===== src/rtl/ctrl_mc_wait.sv =====
// ctrl_mc_wait: multicycle SISC control FSM with memory wait/timeout, resumable HALT and retire counter.
// Optional FAST_ALU_EN: ALU ops skip the MEM state (EXECUTE -> WRITEBACK).
module ctrl_mc_wait #(
    parameter int OP_W     = 4,
    parameter int CC_W     = 4,
    parameter int CNT_W    = 16,
    parameter int MAX_WAIT = 15,
    parameter int IMM_MM   = 8
) (
    input  logic             clk,
    input  logic             rst_f,
    input  logic [OP_W-1:0]  opcode,
    input  logic [CC_W-1:0]  mm,
    input  logic [CC_W-1:0]  stat,
    input  logic             mem_ack,
    input  logic             resume,
    output logic             pc_rst,
    output logic             pc_write,
    output logic             pc_sel,
    output logic             br_sel,
    output logic             ir_load,
    output logic             rb_sel,
    output logic [1:0]       alu_op,
    output logic [1:0]       wb_sel,
    output logic             rf_we,
    output logic             dm_we,
    output logic             mem_req,
    output logic             halted,
    output logic             mem_err,
    output logic [CNT_W-1:0] instr_cnt
);
    typedef enum logic [2:0] {START, FETCH, DECODE, EXECUTE, MEM, WRITEBACK, HALT} state_t;
    localparam logic [3:0] LOD = 4'd1, STR = 4'd2, SWP = 4'd3, BRA = 4'd4, BRR = 4'd5,
                           BNE = 4'd6, BNR = 4'd7, ALU = 4'd8, HLT = 4'd15;
    localparam int WW = $clog2(MAX_WAIT + 1);
    localparam logic [CC_W-1:0] IMM = CC_W'(IMM_MM);
    state_t state, state_n;
    logic [3:0] op_d, op_q;
    logic [CC_W-1:0] mm_q;
    logic [WW-1:0] wcnt;
    logic taken, retire, timeout;
    // illegal opcodes (nonzero upper bits) fold to NOOP before anything sees them
    assign op_d = ((opcode >> 4) != '0) ? 4'd0 : opcode[3:0];
    always_ff @(posedge clk) begin
        if (rst_f) begin
            state     <= START;
            instr_cnt <= '0;
            mem_err   <= 1'b0;
            wcnt      <= '0;
            op_q      <= '0;
            mm_q      <= '0;
        end else begin
            state <= state_n;
            if (state == DECODE) begin
                op_q <= op_d;
                mm_q <= mm;
            end
            if (retire)
                instr_cnt <= instr_cnt + 1'b1;
            if (timeout)
                mem_err <= 1'b1;
            wcnt <= (state == MEM && state_n == MEM) ? wcnt + 1'b1 : '0;
        end
    end
    always_comb begin
        state_n  = state;
        pc_rst   = 1'b0;
        pc_write = 1'b0;
        pc_sel   = 1'b0;
        br_sel   = 1'b0;
        ir_load  = 1'b0;
        rb_sel   = 1'b0;
        alu_op   = 2'b00;
        wb_sel   = 2'b00;
        rf_we    = 1'b0;
        dm_we    = 1'b0;
        mem_req  = 1'b0;
        halted   = 1'b0;
        taken    = 1'b0;
        retire   = 1'b0;
        timeout  = 1'b0;
        case (state)
            START: begin
                pc_rst  = 1'b1;
                state_n = FETCH;
            end
            FETCH: begin
                ir_load  = 1'b1;
                pc_write = 1'b1;
                state_n  = DECODE;
            end
            DECODE: begin
                taken    = (op_d == BRA || op_d == BRR) ? |(stat & mm) :
                           (op_d == BNE || op_d == BNR) ? ~|(stat & mm) : 1'b0;
                pc_write = taken;
                pc_sel   = taken;
                br_sel   = taken && (op_d == BRA || op_d == BNE);
                rb_sel   = op_d == STR || op_d == SWP;
                state_n  = op_d == HLT ? HALT : (op_d inside {LOD, STR, SWP, ALU}) ? EXECUTE : FETCH;
                retire   = state_n == FETCH;
            end
            EXECUTE: begin
                alu_op = op_q == ALU ? {1'b0, mm_q == IMM} :
                         (op_q == LOD || op_q == STR) ? {1'b1, mm_q == IMM} : 2'b00;
`ifdef FAST_ALU_EN
                state_n = op_q == ALU ? WRITEBACK : MEM;
`else
                state_n = MEM;
`endif
            end
            MEM: begin
                // ALU ops only pass through here; they never wait on mem_ack
                mem_req = op_q != ALU;
                dm_we   = op_q == STR;
                timeout = mem_req && !mem_ack && wcnt == WW'(MAX_WAIT - 1);
                state_n = (!mem_req || mem_ack) ? WRITEBACK : timeout ? FETCH : MEM;
            end
            WRITEBACK: begin
                rf_we   = op_q != STR;
                wb_sel  = op_q == LOD ? 2'd1 : op_q == SWP ? 2'd2 : 2'd0;
                retire  = 1'b1;
                state_n = FETCH;
            end
            HALT: begin
                halted  = 1'b1;
                retire  = resume;
                state_n = resume ? FETCH : HALT;
            end
            default: state_n = START;
        endcase
    end
endmodule

===== config.mk =====
export PLATFORM = sky130hd
export DESIGN_NAME = ctrl_mc_wait
export DESIGN_NICKNAME = d
export VERILOG_FILES = /design/src/rtl/ctrl_mc_wait.sv
export SDC_FILE = /design/constraint.sdc
export NUM_CORES = 1
export LEC_CHECK = 0
export CAP_MARGIN = 20
export CELL_PAD_IN_SITES_DETAIL_PLACEMENT = 0
export CELL_PAD_IN_SITES_GLOBAL_PLACEMENT = 1
export CORE_ASPECT_RATIO = 0.7
export CORE_MARGIN = 1.5
export CORE_UTILIZATION = 37
export DETAILED_ROUTE_END_ITERATION = 10
export HOLD_SLACK_MARGIN = 0.12
export PLACE_DENSITY = 0.88
export SLEW_MARGIN = 10
export SYNTH_ARGS = -nofsm -noshare
export SYNTH_HDL_FRONTEND = slang
export SYNTH_SLANG_ARGS = --single-unit

===== constraint.sdc =====
create_clock -name clk -period 3.4 [get_ports clk]
set_input_delay 0.68 -clock clk [delete_from_list [all_inputs] [get_ports clk]]
set_output_delay 0.68 -clock clk [all_outputs]
set_load 0.05 [all_outputs]

Word level (Yosys, flattened, before mapping)
Index checks and enable logic that the tools add are counted.

Register bits after elaboration: 32. Input port bits: 16. Output and inout port bits: 31. Word-level logic and storage cells: 79.

Add/subtract/negate cells: 2. Equal/unequal tests: 25. Mux-type cells: 26. Bitwise gates (word level): 2. Reductions and logical operators: 18.

Operators with widths (count): $eq 4x4->1 const B (5); $pmux 3 s6 (1); $add 16x1->16 const B (1); $eq 4x2->1 const B (4); $eq 4x3->1 const B (4); $mux 2 (7); $eq 3x3->1 const B (4); $mux 1 (12); $mux 3 (4); $eq 4x1->1 const B (2); $eq 3x1->1 const B (2); $eq 3x2->1 const B (2); $logic_or 1x1->1 (6); $add 4x1->4 const B (1); $and 4x4->4 (1); $logic_and 1x1->1 (4); $ne 4x2->1 const B (1); $ne 4x4->1 const B (1); $reduce_bool 4->1 (1); $reduce_or 2->1 (2); $reduce_or 4->1 (1); $logic_not 1->1 (3); $logic_not 3->1 (1); $pmux 1 s3 (1); 2 further kinds (2).

Logic depth before layout (Yosys ltp)
Gate-level depths: netlist of the first run.

Depth in word-level cells: 10. Depth in mapped cells: 9. Gate-level depth less buffers: 7.

Worst setup path after synthesis of the first run
OpenSTA, ideal clock, no wires.

Path kind: register to output. Start: reg state[1]. End: out rb_sel. Arrival time: 2762 ps. Data required time: 2720 ps. Path slack: -42 ps. Stages on the path, launching flop included: 5. Buffers on the path: 2. Path through: dfxtp_1 buf_2 or3b_2 clkbuf_1 nor4b_1.

Cells in the longest elaborated chain, start to end: 2.

Ends and longest elaborated chain: from (decl) (line 37) `state_t state, state_n;`; from (signal assigned) (line 53) `state <= state_n;`; $eq 3x2->1 (line 82) `case (state)`; $mux 1 (line 82); to (decl) (line 22) `output logic rb_sel,`.

No other way between the ends.

Final worst setup path of the first run
Start: reg state[2]. End: out wb_sel[0].

Cells in the longest elaborated chain, start to end: 2.

Ends and longest elaborated chain: $eq 3x3->1 (line 82); $mux 2 (line 82); to (decl) (line 24) `output logic [1:0] wb_sel,`.

No other way between the ends.

==> flow_summary.toml, run 1 <==
[floorplanning]
die_w_um = 83.2
boundary_pin_count = 47
die-area_um2 = 4920
design.core.area_um2 = 4330
std_cell_rows = 20
die_height_um = 59.2
initial_core_util_pct = 38.5

[critical_path]
timing.critical_path.required_ps = 2720
timing.critical_path.max_delay_family = "buffers and inverters"
critical_path.max_stage_delay_ps = 810
critical_path_peak_fanout = 10
reg2reg_depth = 6
path_buf_inv = 2
path_class = "reg -> out"
reg2reg_from = "state[2]$_SDFF_PP0_"
crit_path_cell_trace = "inv_1 -> or4b_2 -> nor2_1 -> clkdlybuf4s50_1"
critical_path_launch_point_type = "flop"
worst-r2r-setup-slack_ps = 1330
worst-endpoint-arrival_ps = 2530
startpoint = "state[2]$_SDFF_PP0_"
worst-path-stages = 4
worst_path_max_delay_cell = "sky130_fd_sc_hd__clkdlybuf4s50_1"
sort_of_element_at_the_end_of_the_critical_path = "primary output"

[routing]
dr.first_iter.drc_count = 75
antenna_left = 0
drc_errors = 0
vias_per_cell = 5.37
dr.pass1.iters = 4
drt_wl_total_um = 4020
dr_total_vias = 1675
routed_wire_length_per_instance_um = 12.9

[synthesis]
synthesis.instances = 210
synth_cell_types = 42
syn-num-nets = 229
post-synth-top-area-fraction_pct = 38.4
synth-seq-cells = 32
synth.largest_area_cell = "sky130_fd_sc_hd__dfxtp_1"
synthArstFlopShare_pct = 0
synth-seq-area-share_pct = 38.4
yosysWarnings = 0
synthesis.area_per_instance_um2 = 7.94
netlist_area_um2 = 1670
postSynth.topFlopCell = "sky130_fd_sc_hd__dfxtp_1"
synthTopCellsByArea = "sky130_fd_sc_hd__dfxtp_1, sky130_fd_sc_hd__a21oi_1, sky130_fd_sc_hd__nor2_1"
synth-edff-count = 0

[global_routing]
grt_max_degree = 31
grt_pass1_wl_um = 6860
antenna_violations_before_repair = 0
first_global_vias = 1486
overflow = 0
grt_use_total_pct = 17.3

[clock_network]
cts_tree = "yes"
cts_root_buffer = "sky130_fd_sc_hd__clkbuf_8"
worst_setup_hold_path_clk_slew_ps = 70
cts.path.max_buffers = 2
post_cts_hold_buffer_count = 0
cts.sinks = 32
post_cts.resized_instances = 0
latest_clock_arrival_within_the_worst_skew_pair_ps = 280
cts_post_setup_buffers_inserted = 0
numCtsBuffers = 5
clock_h_tree_levels = 2

[cells_and_area]
instances_no_fill = 312
multiInputGateArea_um2 = 941
nets = 275
drive_above_1_share_pct = 8.56
fillers = 413
final_area_um2 = 2320
area_growth_from_synthesis_to_layout_pct = 39.2
antenna_cells_inserted = 0
layout.core_utilization_pct = 53.6
seq_area_um2 = 641

[placed_design]
placement.io_buffers = 46
finalWeightedCongestion = 0.790
place_area_um2 = 2210
placedCellCount = 304
post-dp-hpwl_um = 2980

[sta]
worst_hold_margin_ps = 457
timing.clock.skew_ps = 5.83
final.setup.tns_ps = 0
max_freq_mhz = 311
final.min_clock_period_ps = 3210
report.final.setup_viol = 0
hold_viol_final = 0
timing.final.crit_share_pct = 94.5
slew_headroom_pct = 61.2
slew_viol_final = 0
tightestPinTransition_ps = 574
rsz0062_at_grt = "no"

[status]
run_status = "finished, final reports clean"

[min_path]
worstHoldStart = "mm_q[1]$_SDFFE_PP0P_"
hold_depth = 2
hold_class = "reg -> reg"

[pwr]
p_per_area_nw_per_um2 = 409
static-leakage-power_nw = 0.754
vdd_drop_max_uv = 189

[flow_run]
max_cap_viols = 0
final cells by class:
type / count / share of cell area, %
clock inverters: 2 / 1.51
multi-input cells: 157 / 40.6
inverters: 9 / 1.46
repair buffers: 51 / 22.8
clock buffers: 6 / 3.13
flip-flops and latches: 32 / 27.6
well taps: 55 / 2.97
cells in the mapped netlist, types with 3 or more instances:
master / count
sky130_fd_sc_hd__nand3_1: 13
sky130_fd_sc_hd__o31ai_1: 9
sky130_fd_sc_hd__nor2_1: 22
sky130_fd_sc_hd__or3_1: 5
sky130_fd_sc_hd__or4b_2: 3
sky130_fd_sc_hd__dfxtp_1: 32
sky130_fd_sc_hd__inv_1: 9
sky130_fd_sc_hd__buf_4: 3
sky130_fd_sc_hd__buf_2: 4
sky130_fd_sc_hd__o21ai_0: 7
sky130_fd_sc_hd__nor3b_1: 3
sky130_fd_sc_hd__xnor2_1: 4
sky130_fd_sc_hd__nand2_1: 21
sky130_fd_sc_hd__ha_1: 3
sky130_fd_sc_hd__a21oi_1: 27
sky130_fd_sc_hd__or4_1: 8
sky130_fd_sc_hd__clkbuf_1: 4
sky130_fd_sc_hd__nor4b_1: 3
sequential cells by signal (all words and copies together), names as in the netlist:
| signal | flops |
|---|---|
| instr_cnt | 16 |
| mem_err | 1 |
| mm_q | 4 |
| op_q | 4 |
| state | 3 |
| wcnt | 4 |
cell usage in the layout, fill, tap and decap left out, types with 2 or more instances in the layout:
| cell | Yosys | routed |
|---|---|---|
| sky130_fd_sc_hd__o21ai_0 | 7 | 7 |
| sky130_fd_sc_hd__clkdlybuf4s50_1 | 0 | 43 |
| sky130_fd_sc_hd__buf_4 | 3 | 5 |
| sky130_fd_sc_hd__o21bai_1 | 2 | 2 |
| sky130_fd_sc_hd__or4_1 | 8 | 8 |
| sky130_fd_sc_hd__inv_1 | 9 | 9 |
| sky130_fd_sc_hd__nor2_1 | 22 | 22 |
| sky130_fd_sc_hd__nand2_1 | 21 | 21 |
| sky130_fd_sc_hd__nor4b_1 | 3 | 2 |
| sky130_fd_sc_hd__xor2_1 | 2 | 2 |
| sky130_fd_sc_hd__and3_1 | 2 | 2 |
| sky130_fd_sc_hd__ha_1 | 3 | 3 |
| sky130_fd_sc_hd__clkbuf_8 | 0 | 5 |
| sky130_fd_sc_hd__xnor2_1 | 4 | 4 |
| sky130_fd_sc_hd__buf_12 | 0 | 3 |
| sky130_fd_sc_hd__nor4_1 | 2 | 2 |
| sky130_fd_sc_hd__or4b_2 | 3 | 3 |
| sky130_fd_sc_hd__nor3b_1 | 3 | 3 |
| sky130_fd_sc_hd__nor3_1 | 2 | 2 |
| sky130_fd_sc_hd__dfxtp_1 | 32 | 32 |
| sky130_fd_sc_hd__o31ai_1 | 9 | 9 |
| sky130_fd_sc_hd__or3_1 | 5 | 5 |
| sky130_fd_sc_hd__nand3_1 | 13 | 13 |
| sky130_fd_sc_hd__and4_1 | 2 | 2 |
| sky130_fd_sc_hd__a21oi_1 | 27 | 26 |
stage by stage:
step           total power [mW]  setup WS (ps)
2_1_floorplan             0.528            264
3_3_place_gp              0.599            393
3_5_place_dp              0.599            377
4_1_cts                   0.959            195
5_1_grt                   0.991           75.3
6_report                  0.949            187
worst min-delay path: cells and delay by family, from the launching register on:
family | cells | cell delay [ps]
flip-flops | 1 | 310
AND/OR/NAND/NOR | 1 | 50
AO/OA/AOI/OAI | 1 | 50
kinds of logic (layout without fill, tap and decap cells):
group,Yosys count,count (layout),share of synthesized area (%)
AND/OR/NAND/NOR,95,95,31.2
AO/OA/AOI/OAI,52,52,18.6
flip-flops,32,32,38.4
buffers and inverters,21,68,5.71
XOR/XNOR,6,6,3.15
adder cells (fa/ha/maj),3,3,2.25
multiplexers,1,1,0.601
power by group:
group	switching, mW	leakage [nW]	internal [mW]	total (mW)
clock	0.140	0.0552	0.217	0.357
combinational	0.112	0.440	0.0764	0.188
sequential	0.0161	0.259	0.387	0.403
layer usage:
| metal | up-vias | GRT usage [%] | share of wire (%) |
|---|---|---|---|
| met5 | - | 0 | 0 |
| met4 | 0 | 5.71 | 1.1 |
| met3 | 5 | 4.18 | 4.3 |
| met2 | 28 | 25.9 | 42 |
| met1 | 783 | 24.6 | 53 |
| li1 | 859 | - | - |
worst paths after layout:
path	end
max reg2reg	instr_cnt[13]$_SDFFE_PP0P_
min reg2reg	mm_q[1]$_SDFFE_PP0P_
max	wb_sel[0]
min	mm_q[1]$_SDFFE_PP0P_
Note: power is estimated with default switching activity, not from simulation.
==> run 2, diff against run 1 <==
--- a/config.mk
+++ b/config.mk
@@ -10,10 +10,10 @@
 export CELL_PAD_IN_SITES_GLOBAL_PLACEMENT = 1
 export CORE_ASPECT_RATIO = 0.7
 export CORE_MARGIN = 1.5
-export CORE_UTILIZATION = 37
+export CORE_UTILIZATION = 34
 export DETAILED_ROUTE_END_ITERATION = 10
 export HOLD_SLACK_MARGIN = 0.12
-export PLACE_DENSITY = 0.88
+export PLACE_DENSITY = 0.82
 export SLEW_MARGIN = 10
 export SYNTH_ARGS = -nofsm -noshare
 export SYNTH_HDL_FRONTEND = slang
==> constraint.sdc (replaced) <==
create_clock -name clk -period 3.1 [get_ports clk]
set_input_delay 0.62 -clock clk [delete_from_list [all_inputs] [get_ports clk]]
set_output_delay 0.62 -clock clk [all_outputs]
set_load 0.05 [all_outputs]
==> run 2 against run 1 <==
Compared with the run above:
- final cell count rose by 3.8%
- highest routed layer unchanged
- clock skew is 2.1 ps lower
- die area rose by 8.4%
- critical path type unchanged
==> flow_summary.toml, run 2 (synthesis results as in run 1) <==
[placed_design]
placedCellCount = 316
placement.io_buffers = 46
finalWeightedCongestion = 0.774
post-dp-hpwl_um = 3000

[routing]
dr.first_iter.drc_count = 77
routed_wire_length_per_instance_um = 12.3
drt_wl_total_um = 3990
vias_per_cell = 4.98
antenna_left = 0
dr_total_vias = 1612
drc_errors = 0
dr.pass1.iters = 4

[floorplanning]
die_w_um = 86.7
std_cell_rows = 21
design.core.area_um2 = 4760
boundary_pin_count = 47
initial_core_util_pct = 35.0
die_height_um = 61.6
die-area_um2 = 5340

[clock_network]
numCtsBuffers = 5
cts.sinks = 32
clock_h_tree_levels = 2
cts_root_buffer = "sky130_fd_sc_hd__clkbuf_8"
post_cts_hold_buffer_count = 0
worst_setup_hold_path_clk_slew_ps = 60
cts.path.max_buffers = 2
latest_clock_arrival_within_the_worst_skew_pair_ps = 270
cts_tree = "yes"
cts_post_setup_buffers_inserted = 0
post_cts.resized_instances = 0

[flow_run]
max_cap_viols = 0

[sta]
timing.clock.skew_ps = 3.77
slew_headroom_pct = 60.2
rsz0062_at_grt = "no"
timing.final.crit_share_pct = 91.5
slew_viol_final = 0
max_freq_mhz = 352
hold_viol_final = 0
final.min_clock_period_ps = 2840
tightestPinTransition_ps = 588
report.final.setup_viol = 0
final.setup.tns_ps = 0

[cells_and_area]
area_growth_from_synthesis_to_layout_pct = 38.4
instances_no_fill = 324
nets = 273
leading_cell_type_in_the_layout_fill_and_taps_excluded = "sky130_fd_sc_hd__clkdlybuf4s50_1"
drive_above_1_share_pct = 9.02
most-common-layout-cells = "sky130_fd_sc_hd__clkdlybuf4s50_1, sky130_fd_sc_hd__dfxtp_1, sky130_fd_sc_hd__a21oi_1"
register_with_the_highest_flop_count = "instr_cnt"
antenna_cells_inserted = 0
largest_register_ff_count = 16

[status]
run_status = "finished, final reports clean"

[global_routing]
overflow = 0
grt_use_total_pct = 15.7
first_global_vias = 1402
antenna_violations_before_repair = 0
grt_max_degree = 31
grt_pass1_wl_um = 6560

[critical_path]
critical_path_launch_point_type = "flop"
path_class = "reg -> out"
timing.critical_path.required_ps = 2480
critical_path_peak_fanout = 9
worst-endpoint-arrival_ps = 2220
sort_of_element_at_the_end_of_the_critical_path = "primary output"
reg2reg_depth = 7

[pwr]
static-leakage-power_nw = 0.748
vdd_drop_max_uv = 178
p_per_area_nw_per_um2 = 421

[min_path]
hold_depth = 2
hold_class = "reg -> reg"
[run 2: final cells by class]
type	instances	area, µm²
inverters	9	33.8
multi-input cells	157	941
well taps	69	86.3
fillers	468	2450
repair buffers	49	515
flip-flops and latches	32	641
clock buffers	8	90.1
[run 2: metal layers]
layer  track usage, %  vias up  wire (µm)
li1                 -      849          -
met1             23.9      730       2210
met2             22.4       31       1630
met3             3.49        2        133
met4             3.92        0         19
met5                0        -          0
[run 2: worst paths after layout]
| path | to | slack, ps | start |
|---|---|---|---|
| setup reg to reg | wcnt[2]$_SDFF_PP0_ | 1040 | wcnt[0]$_SDFF_PP0_ |
| hold reg to reg | mm_q[3]$_SDFFE_PP0P_ | 460 | mm_q[3]$_SDFFE_PP0P_ |
| setup / recovery | mem_req | 260 | op_q[1]$_SDFFE_PP0P_ |
| hold / removal | mm_q[3]$_SDFFE_PP0P_ | 460 | mm_q[3]$_SDFFE_PP0P_ |
[run 2: power breakdown]
group	switching, mW	leakage (nW)	internal, mW
Combinational	0.117	0.444	0.0825
Sequential	0.0230	0.259	0.425
Clock	0.144	0.0455	0.181
Total	0.283	0.748	0.688
[run 2: per-stage QoR]
step	hold slack [ps]	cell area, µm²	total power, mW	setup WS (ps)	util (%)
detailed placement	452	2220	0.655	261	46.6
floorplan	430	1670	0.580	24.4	-
CTS	461	2310	0.982	256	48.5
global placement	443	2220	0.656	289	46.6
global route	488	2310	1.02	149	48.5
finish	461	2310	0.971	263	48.5
[run 2: worst max-delay path, stage by stage, from the launching register on]
cell                              delay, ps
sky130_fd_sc_hd__dfxtp_1                410
sky130_fd_sc_hd__nor4b_1                590
sky130_fd_sc_hd__and2b_1                250
sky130_fd_sc_hd__clkdlybuf4s50_1        690
